**config.mk**
```make
export PLATFORM = sky130hd
export DESIGN_NAME = irq_sequencer
export DESIGN_NICKNAME = d
export VERILOG_FILES = /design/src/rtl/irq_sequencer_pkg.sv /design/src/rtl/irq_sequencer_prio_encoder.sv /design/src/rtl/irq_sequencer.sv
export SDC_FILE = /design/constraint.sdc
export NUM_CORES = 1
export LEC_CHECK = 0
export ABC_CLOCK_PERIOD_IN_PS = 1700
export BUFFER_PORTS_ARGS = -buffer_cell sky130_fd_sc_hd__buf_2
export CORE_MARGIN = 2
export CORE_UTILIZATION = 37
export DETAILED_ROUTE_END_ITERATION = 7
export GPL_ROUTABILITY_DRIVEN = 0
export PLACE_DENSITY = 0.76
export SYNTH_ARGS = -nofsm -noshare
export SYNTH_HDL_FRONTEND = slang
export SYNTH_SLANG_ARGS = --single-unit
export TNS_END_PERCENT = 100
```
**constraint.sdc**
```tcl
create_clock -name clk -period 1.7 [get_ports clk]
set_clock_uncertainty 0.15 [all_clocks]
set_input_delay 0.17 -clock clk [delete_from_list [all_inputs] [get_ports clk]]
set_output_delay 0.17 -clock clk [all_outputs]
set_load 0.05 [all_outputs]
```
**src/rtl/irq_sequencer_pkg.sv**
```systemverilog
// Shared constants and state encoding for the interrupt sequencer.
package irq_sequencer_pkg;

    localparam int unsigned SREG_I = 7;

    typedef enum logic [1:0] {
        IRQ_IDLE    = 2'd0,
        IRQ_REQ     = 2'd1,
        IRQ_SERVICE = 2'd2
    } irq_state_e;

    // Existing timer-0 vector table entries used to choose VEC_BASE/VEC_STRIDE.
    localparam int unsigned TIM0_COMPA_ISR = 1;
    localparam int unsigned TIM0_COMPB_ISR = 2;
    localparam int unsigned TIM0_OVF_ISR   = 3;
    localparam int unsigned TIM0_ISR_STRIDE = TIM0_COMPB_ISR - TIM0_COMPA_ISR;

endpackage

```
**src/rtl/irq_sequencer_prio_encoder.sv**
```systemverilog
// Combinational priority encoder: reports the index of the lowest set bit.
module prio_encoder #(
    parameter int unsigned WIDTH = 3,
    localparam int unsigned IDX_W = (WIDTH > 1) ? $clog2(WIDTH) : 1
) (
    input  logic [WIDTH-1:0] req,
    output logic             valid,
    output logic [IDX_W-1:0] idx
);

    // Scan from the top down so the lowest set bit is the last one written.
    always_comb begin
        valid = 1'b0;
        idx   = '0;
        for (int i = WIDTH - 1; i >= 0; i--) begin
            if (req[i]) begin
                valid = 1'b1;
                idx   = IDX_W'(i);
            end
        end
    end

endmodule

```
**src/rtl/irq_sequencer.sv**
```systemverilog
// Vectored interrupt sequencer: fixed-priority arbitration, irq/ack handshake,
// flag-clear pulse on ack, and request blocking until RETI (no nesting).
module irq_sequencer
    import irq_sequencer_pkg::*;
#(
    parameter int unsigned DATA_WIDTH   = 8,
    parameter int unsigned I_ADDR_WIDTH = 10,
    parameter int unsigned NUM_SRC      = 3,
    parameter int unsigned VEC_BASE     = TIM0_COMPA_ISR,
    parameter int unsigned VEC_STRIDE   = TIM0_ISR_STRIDE
) (
    input  logic                    clk,
    input  logic                    reset,
    input  logic [DATA_WIDTH-1:0]   mem_tifr,
    input  logic [DATA_WIDTH-1:0]   mem_timsk,
    input  logic [DATA_WIDTH-1:0]   mem_sreg,
    input  logic                    cpu_ack,
    input  logic                    cpu_reti,
    output logic                    irq,
    output logic [I_ADDR_WIDTH-1:0] vector,
    output logic [DATA_WIDTH-1:0]   flag_clr,
    output logic                    in_service
);

    localparam int unsigned IDX_W = (NUM_SRC > 1) ? $clog2(NUM_SRC) : 1;

    irq_state_e              state_q, state_d;
    logic                    irq_q, irq_d;
    logic [I_ADDR_WIDTH-1:0] vector_q, vector_d;
    logic [DATA_WIDTH-1:0]   flag_clr_q, flag_clr_d;
    logic                    in_service_q, in_service_d;
    logic [IDX_W-1:0]        sel_idx_q, sel_idx_d;

    logic [NUM_SRC-1:0]      req_vec;
    logic [NUM_SRC-1:0]      sel_hot;
    logic                    win_valid;
    logic [IDX_W-1:0]        win_idx;
    logic                    gie;
    logic                    unused_bits;

    assign req_vec     = mem_tifr[NUM_SRC-1:0] & mem_timsk[NUM_SRC-1:0];
    assign gie         = mem_sreg[SREG_I];
    assign sel_hot     = NUM_SRC'(1) << sel_idx_q;
    assign unused_bits = ^{mem_tifr, mem_timsk, mem_sreg};

    prio_encoder #(
        .WIDTH (NUM_SRC)
    ) u_prio (
        .req   (req_vec),
        .valid (win_valid),
        .idx   (win_idx)
    );

    // Next-state and output logic; flag_clr defaults to zero so it only pulses.
    always_comb begin
        state_d      = state_q;
        irq_d        = irq_q;
        vector_d     = vector_q;
        flag_clr_d   = '0;
        in_service_d = in_service_q;
        sel_idx_d    = sel_idx_q;

        case (state_q)
            IRQ_IDLE: begin
                if (gie && win_valid) begin
                    sel_idx_d = win_idx;
                    vector_d  = I_ADDR_WIDTH'(VEC_BASE)
                              + I_ADDR_WIDTH'(win_idx) * I_ADDR_WIDTH'(VEC_STRIDE);
                    irq_d     = 1'b1;
                    state_d   = IRQ_REQ;
                end
            end
            IRQ_REQ: begin
                // Ack wins over a simultaneous withdrawal.
                if (cpu_ack) begin
                    irq_d        = 1'b0;
                    flag_clr_d   = DATA_WIDTH'(sel_hot);
                    in_service_d = 1'b1;
                    state_d      = IRQ_SERVICE;
                end else if (!gie || ((req_vec & sel_hot) == '0)) begin
                    irq_d   = 1'b0;
                    state_d = IRQ_IDLE;
                end
            end
            IRQ_SERVICE: begin
                if (cpu_reti) begin
                    in_service_d = 1'b0;
                    state_d      = IRQ_IDLE;
                end
            end
            default: begin
                irq_d        = 1'b0;
                in_service_d = 1'b0;
                state_d      = IRQ_IDLE;
            end
        endcase
    end

    always_ff @(posedge clk) begin
        if (reset) begin
            state_q      <= IRQ_IDLE;
            irq_q        <= 1'b0;
            vector_q     <= '0;
            flag_clr_q   <= '0;
            in_service_q <= 1'b0;
            sel_idx_q    <= '0;
        end else begin
            state_q      <= state_d;
            irq_q        <= irq_d;
            vector_q     <= vector_d;
            flag_clr_q   <= flag_clr_d;
            in_service_q <= in_service_d;
            sel_idx_q    <= sel_idx_d;
        end
    end

    assign irq        = irq_q;
    assign vector     = vector_q;
    assign flag_clr   = flag_clr_q;
    assign in_service = in_service_q;

endmodule

```
# Yosys cells after proc, flatten, opt, wreduce, memory -nomap -nowiden
# Index checks and enable logic that the tools add are counted.
[word_totals] inputBits=28 out_inout_bits=20 reg_bits=24 wordCells=50
[op_classes] shift=1 muxes=18 bitwise_logic=6 reduce_logical=11 add_sub_neg=1 n_eq_ne=6
[op_table] operator="2-bit two-way mux" n=7
[op_table] operator="3-bit AND reduction" n=3
[op_table] operator="1-bit two-way mux" n=8
[op_table] operator="3-bit AND" n=2
[op_table] operator="2-bit inequality test, second input constant" n=3
[op_table] operator="1-bit one-hot mux with 3 select lines" n=2
[op_table] operator="2-bit one-hot mux with 3 select lines" n=1
[op_table] operator="1-bit inverter" n=4
[op_table] operator="1-bit by 2-bit adder with 3-bit output, first input constant" n=1
[op_table] operator="3-bit logical NOT" n=1
[op_table] operator="3-bit inequality test, second input constant" n=1
[op_table] operator="3-bit OR reduction" n=1
[op_table] operator="1-bit by 2-bit << shifter with 3-bit output, first input constant" n=1
[op_table] operator="2-bit by 1-bit == test with 1-bit output, second input constant" n=1
[op_table] operator="2-bit == test, second input constant" n=1
[op_table] operator="2-bit logical NOT" n=1
[op_table] operator="2-bit AND reduction" n=1
[op_table] operator="2-bit OR reduction" n=1
[op_table] operator="1-bit logical AND" n=1
[op_table] operator="1-bit logical NOT" n=1
[op_table] operator="1-bit logical OR" n=1

# Depth between registers and ports, before layout
# Gate-level depths: netlist (run 1).
[logic_depth] depth_word=7 mapped_depth=5 mapped_depth_nobuf=5

# Cells and area by module
# Synthesis (run 1) repeated with hierarchy kept, for this count alone.
[hier_totals] hier_cells=64 hier_area_um2=596.8
[by_module_without_submodules] module="irq_sequencer" instances=1 cells_per_inst=61 seq_area_each_um2=240.2 area_each_um2=576.8
[by_module_without_submodules] module="prio_encoder" instances=1 cells_per_inst=3 seq_area_each_um2=0.0 area_each_um2=20.0

# Least setup slack after synthesis (run 1)
# No wires, ideal clock.
[synth_timing] path_type="reg2reg" start="register state_q[1]" end="register vector_q[1], in the netlist vector[1]" period_less_slack_ns=1.431 stages_incl_launch_ff=5 required_time_ns=1.422 n_path_buf=0 path_slack_ns=0.269 setup_ns=0.128 arrival_time_ns=1.153 cell_sequence="dfxtp_1 nand2b_4 a311oi_4 mux2i_1 nor2_1"
[synth_via] elab_chain_len=2
[synth_rtl] item="start, declared" line="irq_sequencer.sv:27" rtl="irq_state_e state_q, state_d;"
[synth_rtl] item="start signal, assigned" line="irq_sequencer.sv:108" rtl="state_q <= state_d;"
[synth_rtl] item="2-bit logical NOT" line="irq_sequencer.sv:63" rtl="case (state_q)"
[synth_rtl] item="2-bit AND reduction (no line)"
[synth_rtl] item="end signal, assigned" line="irq_sequencer.sv:110" rtl="vector_q <= vector_d;"
[synth_rtl] item="end, declared" line="irq_sequencer.sv:29" rtl="logic [I_ADDR_WIDTH-1:0] vector_q, vector_d;"
# No other way between the ends.
# A chain may end at the register's enable or synchronous reset.

# Final worst setup path (run 1)
[layout_timing] start="register state_q[1]" end="register sel_idx_q[0]"
[layout_via] elab_chain_len=2
[layout_rtl] item="2-bit logical NOT" line="irq_sequencer.sv:63"
[layout_rtl] item="2-bit AND reduction (no line)"
[layout_rtl] item="end signal, assigned" line="irq_sequencer.sv:113" rtl="sel_idx_q <= sel_idx_d;"
[layout_rtl] item="end, declared" line="irq_sequencer.sv:32" rtl="logic [IDX_W-1:0] sel_idx_q, sel_idx_d;"
# No other way between the ends.

==> results of run 1 <==
cells by family after synthesis:
| kind of cell | share of synthesized area (%) |
|---|---|
| adders and majority gates | 2.07 |
| buffers and inverters | 16.7 |
| DFF | 39.7 |
| and+or+nand+nor | 21.5 |
| muxes | 6.61 |
| AOI/OAI and AO/OA | 12.8 |
| other | 0.619 |
per-layer routing:
layer,wire (um),GRT usage (%),up-vias
met3,92,2.86,4
li1,-,-,237
met1,400,12.4,216
met5,0,0,-
met4,37,12.7,0
met2,467,15.3,20
report_power, final:
part / leakage (nW) / switching (mW) / internal, mW
clock: 0.0138 / 0.0860 / 0.0820
sequential: 0.0976 / 0.00802 / 0.292
combinational: 0.202 / 0.118 / 0.0343
total: 0.314 / 0.212 / 0.408
area by class of cell:
type                       instances  area share, %
clock buffer                       3           3.28
multi-input combinational         48           44.5
timing repair buffer              18           13.1
tap                               16           2.92
inverter                           2           1.09
sequential                        12           35.0
through the flow:
step           std cells  hold slack (ns)  instance area, um2
2_1_floorplan         75           0.0993                 647
3_3_place_gp          96            0.293                 663
3_5_place_dp          96            0.302                 663
4_1_cts               99           0.0188                 686
5_1_grt               99           0.0521                 686
6_report              99           0.0238                 686
sequential cells by signal, summed over array words and instances (netlist names):
name	count
vector	3
state_q	2
in_service	1
irq	1
sel_idx_q	2
flag_clr	3
path summary, 6_finish.rpt:
check                          startpoint                   endpoint  slack (ns)  cells after the start
setup / recovery  state_q[1]$_SDFFE_PP0P_  sel_idx_q[0]$_SDFFE_PP0P_        0.17                      4
hold / removal                   cpu_reti    state_q[1]$_SDFFE_PP0P_        0.02                      4
setup reg to reg  state_q[1]$_SDFFE_PP0P_  sel_idx_q[0]$_SDFFE_PP0P_        0.17                      4
hold reg to reg   in_service$_SDFFE_PP0P_    in_service$_SDFFE_PP0P_        0.30                      2
cell usage in the layout, fill, tap and decap left out, drive strengths merged:
cell     netlist  routed
buf           12      18
conb           1      12
dfxtp         12      12
nor2           7       7
a21oi          5       5
nand2          5       5
mux2i          4       4
clkbuf         1       3
nand4b         2       2
nor4b          2       2
inv            2       2
o21ai          2       2
a311oi         2       2
and3b          1       1
nand4bb        1       1
nand2b         1       1
nand3b         1       1
nor4           1       1
a211oi         1       1
ha             1       1
worst max-delay path: stages, from the launching register on:
cell	delay (ns)
dfxtp_1	0.33
nand2b_4	0.16
a311oi_4	0.49
mux2i_1	0.25
nor2_1	0.05
==> results.sh, run 1 <==
export IMPL_status="finished clean"
export IMPL_fillers=160
export IMPL_gr_total_overflow=0
export IMPL_firstDrtPassIters=4
export IMPL_layout_nets=114
export IMPL_finalPower_uw=620
export IMPL_cts_post_setup_buffers_inserted=0
export IMPL_cts_buffers=3
export IMPL_ant_nets=0
export IMPL_htreeDepth=1
export IMPL_die_height_um=44.5
export IMPL_die_area_um2=1980
export IMPL_pin_count=48
export IMPL_maxSlewHeadroom_pct=66.3
export IMPL_cts_hold_buf=0
export IMPL_path_clk_slew_ns=0.07
export IMPL_fmax_mhz=653
export IMPL_regArea_um2=240
export IMPL_io_buffers=18
export IMPL_rsz0062_at_grt="no"
export IMPL_timing_final_crit_share_pct=90.1
export IMPL_cp_arrival_ns=1.54
export IMPL_yosysSeqAreaShare_pct=39.7
export IMPL_coreArea_um2=1520
export IMPL_fin_util_pct=45.0
export IMPL_hold_viol_final=0
export IMPL_timing_final_ws_setup_ns=0.168
export IMPL_ctsRootBufferMaster="clkbuf_4"
export IMPL_tritoncts="done"
export IMPL_worstHoldPathType="in2reg"
export IMPL_synth_area_leaders="dfxtp_1 40%, buf_4 15%, mux2i_1 6.6%"
export IMPL_max_cap_violations=0
export IMPL_yosys_area_top_type="dfxtp_1"
export IMPL_cts_resized=0
export IMPL_die_w_um=44.5
export IMPL_crit_fanout=8
export IMPL_synth_edf_count=0
export IMPL_drt_total_wl_um=997
export IMPL_ys_types=22
export IMPL_cp_start_kind="flip-flop"
export IMPL_ys_ff_latch=12
export IMPL_synth_commonest_cells="12 x buf_4, 12 x dfxtp_1, 7 x nor2_1"
export IMPL_syn2layout_area_growth_pct=13.2
export IMPL_final_max_slew_violation_count=0
export IMPL_postSynthCellCount=64
export IMPL_rows=14
export IMPL_antennaDiodeCount=0
export IMPL_wire_per_inst_um=10.1
export IMPL_multi_input_area_um2=305
export IMPL_clock_latency_ns=0.27
export IMPL_async_flop_share_pct=0
export IMPL_drive_gt1_share_pct=28.9
export IMPL_first_iter_violations=9
export IMPL_worst_slew_pin_slew_ns=0.505
export IMPL_critPathCaptureType="flip-flop"
export IMPL_dp_hpwl_um=785
export IMPL_grt_pass1_wl_mm=1.48
export IMPL_grt_max_degree=13
export IMPL_start_util_pct=39.7
export IMPL_clkSinkCount=12
export IMPL_syn_avg_cell_area_um2=9.46
export IMPL_path_class="reg2reg"
export IMPL_drc=0
export IMPL_grt_util_all_layers_pct=10.9
export IMPL_yosysWarnings=0
export IMPL_antenna_found_initial=0
export IMPL_final_setup_viol_count=0
export IMPL_synth_top_area_share_pct=39.7
export IMPL_clockBufferDepth=2
export IMPL_power_density_nw_per_um2=904
export IMPL_synthFlopType="dfxtp_1"
export IMPL_post_place_ws_ns=0.177
export IMPL_num_vias=477
export IMPL_p_leak_nw=0.314
export IMPL_period_needed_ns=1.53
export IMPL_fin_tns_setup_ns=0
export IMPL_worstPathRequired_ns=1.71
export IMPL_grt_pass1_vias=369
export IMPL_peakVddDrop_v=0.000316
export IMPL_vias_per_cell=4.82
export IMPL_syn_area_um2=606
(Power assumes the default switching activity.)
==> run 2: changes to the inputs <==
MAX_ROUTING_LAYER = met4   (was default)
==> results.sh, run 2 (synthesized netlist as in run 1, its figures left out) <==
export IMPL_status="finished clean"
export IMPL_grt_util_all_layers_pct=11.3
export IMPL_seq_power_share_pct=48.7
export IMPL_swShare_pct=33.8
export IMPL_grt_use_met1_pct=12.4
export IMPL_clkSinkCount=12
export IMPL_num_vias=473
export IMPL_io_buffers=18
export IMPL_coreArea_um2=1520
export IMPL_drive_gt1_share_pct=28.9
export IMPL_cts_buffers=3
export IMPL_fillers=160
export IMPL_cp_arrival_ns=1.54
export IMPL_min_from="cpu_reti"
export IMPL_ant_nets=0
export IMPL_max_cap_violations=0
export IMPL_worstPathRequired_ns=1.71
export IMPL_syn2layout_area_growth_pct=13.2
export IMPL_crit_path_cell_trace="nand2b_4 > a311oi_4 > mux2i_1 > nor2_1"
export IMPL_gr_total_overflow=0
export IMPL_crit_fanout=8
export IMPL_fin_tns_setup_ns=0
export IMPL_rsz0062_at_grt="no"
export IMPL_place_inst=96
export IMPL_clock_latency_ns=0.26
export IMPL_timing_final_crit_share_pct=90.1
export IMPL_cpPeakStageDelay_ns=0.49
export IMPL_maxSlewHeadroom_pct=66.3
export IMPL_firstDrtPassIters=4
export IMPL_start_util_pct=39.7
export IMPL_grt_util_met2_pct=15.3
export IMPL_path_clk_slew_ns=0.07
export IMPL_switchingPower_uw=208
export IMPL_cp_start_kind="flip-flop"
export IMPL_worst_path_max_delay_cell="a311oi_4"
export IMPL_rows=14
export IMPL_hold_viol_final=0
export IMPL_antennaDiodeCount=0
export IMPL_regArea_um2=240
export IMPL_drt_total_wl_um=989
export IMPL_clockBufferDepth=2
export IMPL_fmax_mhz=653
export IMPL_first_iter_violations=9
export IMPL_r2r_start="state_q[1]$_SDFFE_PP0P_"
export IMPL_grt_pass1_wl_mm=1.48
export IMPL_intPower_uw=408
export IMPL_cts_hold_buf=0
export IMPL_path_class="reg2reg"
export IMPL_cts_resized=0
export IMPL_dp_hpwl_um=785
export IMPL_period_needed_ns=1.53
export IMPL_grt_max_degree=13
export IMPL_p_leak_nw=0.314
export IMPL_worst_slew_pin_slew_ns=0.505
export IMPL_final_setup_viol_count=0
export IMPL_cts_post_setup_buffers_inserted=0
export IMPL_wire_per_inst_um=9.99
export IMPL_die_w_um=44.5
export IMPL_p_clk_share_pct=26.6
export IMPL_crit_start="state_q[1]$_SDFFE_PP0P_"
export IMPL_die_area_um2=1980
export IMPL_grt_pass1_vias=368
export IMPL_peakVddDrop_v=0.000316
export IMPL_drc=0
export IMPL_layout_common_cells="18 x buf_2, 12 x conb_1, 12 x dfxtp_1"
export IMPL_multi_input_area_um2=305
export IMPL_layout_commonest_cell="buf_2"
export IMPL_vias_per_cell=4.78
export IMPL_htreeDepth=1
export IMPL_combinationalPowerShare_pct=24.7
export IMPL_top_usage_layer="met2"
export IMPL_tritoncts="done"
export IMPL_layout_nets=114
export IMPL_ctsRootBufferMaster="clkbuf_4"
export IMPL_critPathCaptureType="flip-flop"
export IMPL_hold_worst_slack_ns=0.0306
export IMPL_worstHoldPathType="in2reg"
export IMPL_layout_cells_non_filler=99
export IMPL_die_height_um=44.5
export IMPL_use_met3_pct=2.86
export IMPL_final_max_slew_violation_count=0
export IMPL_power_density_nw_per_um2=898
export IMPL_antenna_found_initial=0
export IMPL_pin_count=48
run 2: cell counts in the layout (fill, tap and decap cells not counted):
Identical to the previous run, type by type.
run 2: path summary, 6_finish.rpt:
path                               end  slack, ns  cells past startpoint
min reg2reg    in_service$_SDFFE_PP0P_       0.30                      2
max          sel_idx_q[0]$_SDFFE_PP0P_       0.17                      4
min            state_q[1]$_SDFFE_PP0P_       0.03                      4
max reg2reg  sel_idx_q[0]$_SDFFE_PP0P_       0.17                      4
run 2: power groups by stage:
| stage | logic (mW) | registers (mW) | clock network, mW |
|---|---|---|---|
| floorplan | 0.120 | 0.331 | 0 |
| global placement | 0.151 | 0.306 | 0 |
| detailed placement | 0.152 | 0.306 | 0 |
| CTS | 0.152 | 0.300 | 0.178 |
| global route | 0.162 | 0.301 | 0.187 |
| finish | 0.152 | 0.300 | 0.164 |
run 2: metal layers:
layer / share of wire [%] / vias to the layer above / wire (um)
li1: - / 237 / -
met1: 40 / 216 / 397
met2: 49 / 18 / 480
met3: 9.5 / 2 / 94
met4: 1.6 / 0 / 16
met5: 0 / - / 0
run 2: final cells by class:
type / count / share of cell area (%)
Timing Repair Buffer: 18 / 13.1
Tap cell: 16 / 2.92
Sequential cell: 12 / 35.0
Clock buffer: 3 / 3.28
Inverter: 2 / 1.09
Multi-Input combinational cell: 48 / 44.5
run 2: stage by stage:
step                area (um2)  total power [mW]  setup WS, ns  util [%]
finish                     686             0.616         0.168      45.0
global route               686             0.650        0.0888      45.0
CTS                        686             0.630         0.161      45.0
detailed placement         663             0.458         0.177      43.5
global placement           663             0.457         0.194      43.5
floorplan                  647             0.451         0.269         -
run 2: worst max-delay path: cells and delay by family (launching register included):
kind | cells | cell delay (ns)
flip-flops | 1 | 0.33
AND/OR/NAND/NOR | 2 | 0.21
AO/OA/AOI/OAI | 1 | 0.49
multiplexers | 1 | 0.25
==> run 3: changes to the inputs <==
PLACE_DENSITY = 0.77   (was 0.76)
SYNTH_HIERARCHICAL = 1   (was default)
==> results.sh, run 3 <==
export IMPL_die_height_um=44.2
export IMPL_clock_latency_ns=0.26
export IMPL_critPathCaptureType="flip-flop"
export IMPL_path_class="reg2reg"
export IMPL_start_util_pct=39.6
export IMPL_drt_total_wl_mm=1.17
export IMPL_crit_fanout=8
export IMPL_htreeDepth=1
export IMPL_synth_area_leaders="dfxtp_1 40%, buf_4 15%, mux2i_1 6.7%"
export IMPL_io_buffers=18
export IMPL_dp_hpwl_um=882
export IMPL_synth_edf_count=0
export IMPL_layout_nets=115
export IMPL_cp_arrival_ns=1.56
export IMPL_die_area_um2=1950
export IMPL_worstPathRequired_ns=1.70
export IMPL_yosysWarnings=6
export IMPL_die_w_um=44.2
export IMPL_crit_path_cell_trace="nor4bb_1 > buf_12 > mux2i_1 > nor2_1"
export IMPL_place_inst=97
export IMPL_reg2reg_depth=4
export IMPL_power_density_nw_per_um2=951
export IMPL_final_max_slew_violation_count=0
export IMPL_gr_total_overflow=0
export IMPL_first_iter_violations=4
export IMPL_wire_per_inst_um=11.6
export IMPL_peakVddDrop_v=0.000332
export IMPL_synthFlopType="dfxtp_1"
export IMPL_vias_per_cell=5.02
export IMPL_async_flop_share_pct=0
export IMPL_hold_viol_final=0
export IMPL_worst_path_max_delay_cell="nor4bb_1"
export IMPL_max_cap_violations=0
export IMPL_fmax_mhz=644
export IMPL_cts_post_setup_buffers_inserted=0
export IMPL_worst_slew_pin_slew_ns=0.561
export IMPL_clockBufferDepth=2
export IMPL_drive_gt1_share_pct=28.2
export IMPL_placed_cell_area_um2=677
export IMPL_firstDrtPassIters=4
export IMPL_cpPeakStageDelay_ns=0.53
export IMPL_maxSlewHeadroom_pct=62.1
export IMPL_syn_avg_cell_area_um2=9.33
export IMPL_yosys_area_top_type="dfxtp_1"
export IMPL_clkSinkCount=12
export IMPL_synth_top_area_share_pct=40.3
export IMPL_r2r_start="state_q[1]$_SDFFE_PP0P_"
export IMPL_cts_buffers=3
export IMPL_min_from="cpu_reti"
export IMPL_ys_types=26
export IMPL_cts_hold_buf=0
export IMPL_final_setup_viol_count=0
export IMPL_ctsRootBufferMaster="clkbuf_4"
export IMPL_rows=14
export IMPL_path_clk_slew_ns=0.07
export IMPL_grt_util_all_layers_pct=13.2
export IMPL_ys_ff_latch=12
export IMPL_grt_pass1_wl_mm=1.80
export IMPL_syn_area_um2=597
export IMPL_antennaDiodeCount=0
export IMPL_cts_resized=0
export IMPL_pin_count=48
export IMPL_drc=0
export IMPL_layout_cells_non_filler=101
export IMPL_syn2layout_area_growth_pct=19.5
export IMPL_tritoncts="done"
export IMPL_num_vias=507
export IMPL_period_needed_ns=1.55
export IMPL_ant_nets=0
export IMPL_grt_pass1_vias=447
export IMPL_cp_start_kind="flip-flop"
export IMPL_yosysSeqAreaShare_pct=40.3
export IMPL_synth_commonest_cells="12 x buf_4, 12 x dfxtp_1, 6 x nor2_1"
export IMPL_grt_max_degree=13
export IMPL_timing_final_crit_share_pct=91.4
export IMPL_antenna_found_initial=0
export IMPL_status="finished clean"
export IMPL_coreArea_um2=1510
export IMPL_crit_start="state_q[1]$_SDFFE_PP0P_"
export IMPL_hold_path_cell_count=4
export IMPL_worstHoldPathType="in2reg"
export IMPL_layout_commonest_cell="buf_2"
export IMPL_p_leak_nw=0.341
export IMPL_design_area_um2=713
export IMPL_layout_common_cells="18 x buf_2, 12 x conb_1, 12 x dfxtp_1"
export IMPL_rsz0062_at_grt="no"
export IMPL_postSynthCellCount=64
## run 3: final timing paths
check,to,slack [ns]
max,sel_idx_q[0]$_SDFFE_PP0P_,0.15
min,state_q[1]$_SDFFE_PP0P_,0.03
max reg2reg,sel_idx_q[0]$_SDFFE_PP0P_,0.15
min reg2reg,in_service$_SDFFE_PP0P_,0.31
## run 3: per-layer routing
layer	global-route usage (%)	wire, um	vias to the layer above
li1	-	-	243
met1	12.8	434	236
met2	24.1	615	26
met3	2.86	113	2
met4	7.27	8	0
met5	-	0	-
## run 3: cells by family after synthesis
group                      after synthesis  synth area share (%)
adders and majority gates                1                  2.10
DFF                                     12                  40.3
other                                    1                 0.628
AOI/OAI and AO/OA                        8                  8.18
and+or+nand+nor                         23                  25.0
buffers and inverters                   15                  17.2
muxes                                    4                  6.71
## run 3: metrics by stage
step	TNS [ns]	setup slack (ns)	hold WS, ns	total power, mW	util [%]
2_1_floorplan	0	0.245	0.190	0.448	-
3_3_place_gp	0	0.00413	0.295	0.462	44.9
3_5_place_dp	-0.109	-0.0301	0.304	0.465	44.9
4_1_cts	0	0.141	0.0168	0.686	47.3
5_1_grt	0	0.0468	0.0425	0.710	47.3
6_report	0	0.147	0.0284	0.678	47.3
## run 3: area by class of cell
cell class                      instances  area [um2]
Timing Repair Buffer                   20         118
Tap cell                               16        20.0
Fill cell                             147         793
Multi-Input combinational cell         48         295
Inverter                                1        3.75
Clock buffer                            4        36.3
Sequential cell                        12         240
## run 3: critical path: cells and delay by family (launching register included)
kind	cells	cell delay, ns
AND/OR/NAND/NOR	2	0.58
flip-flops	1	0.34
buffers and inverters	1	0.20
multiplexers	1	0.17
## run 3: power by group
part	switching (mW)	leakage [nW]	internal, mW
Combinational	0.119	0.223	0.0423
Clock	0.0880	0.0210	0.130
Sequential	0.00739	0.0976	0.292
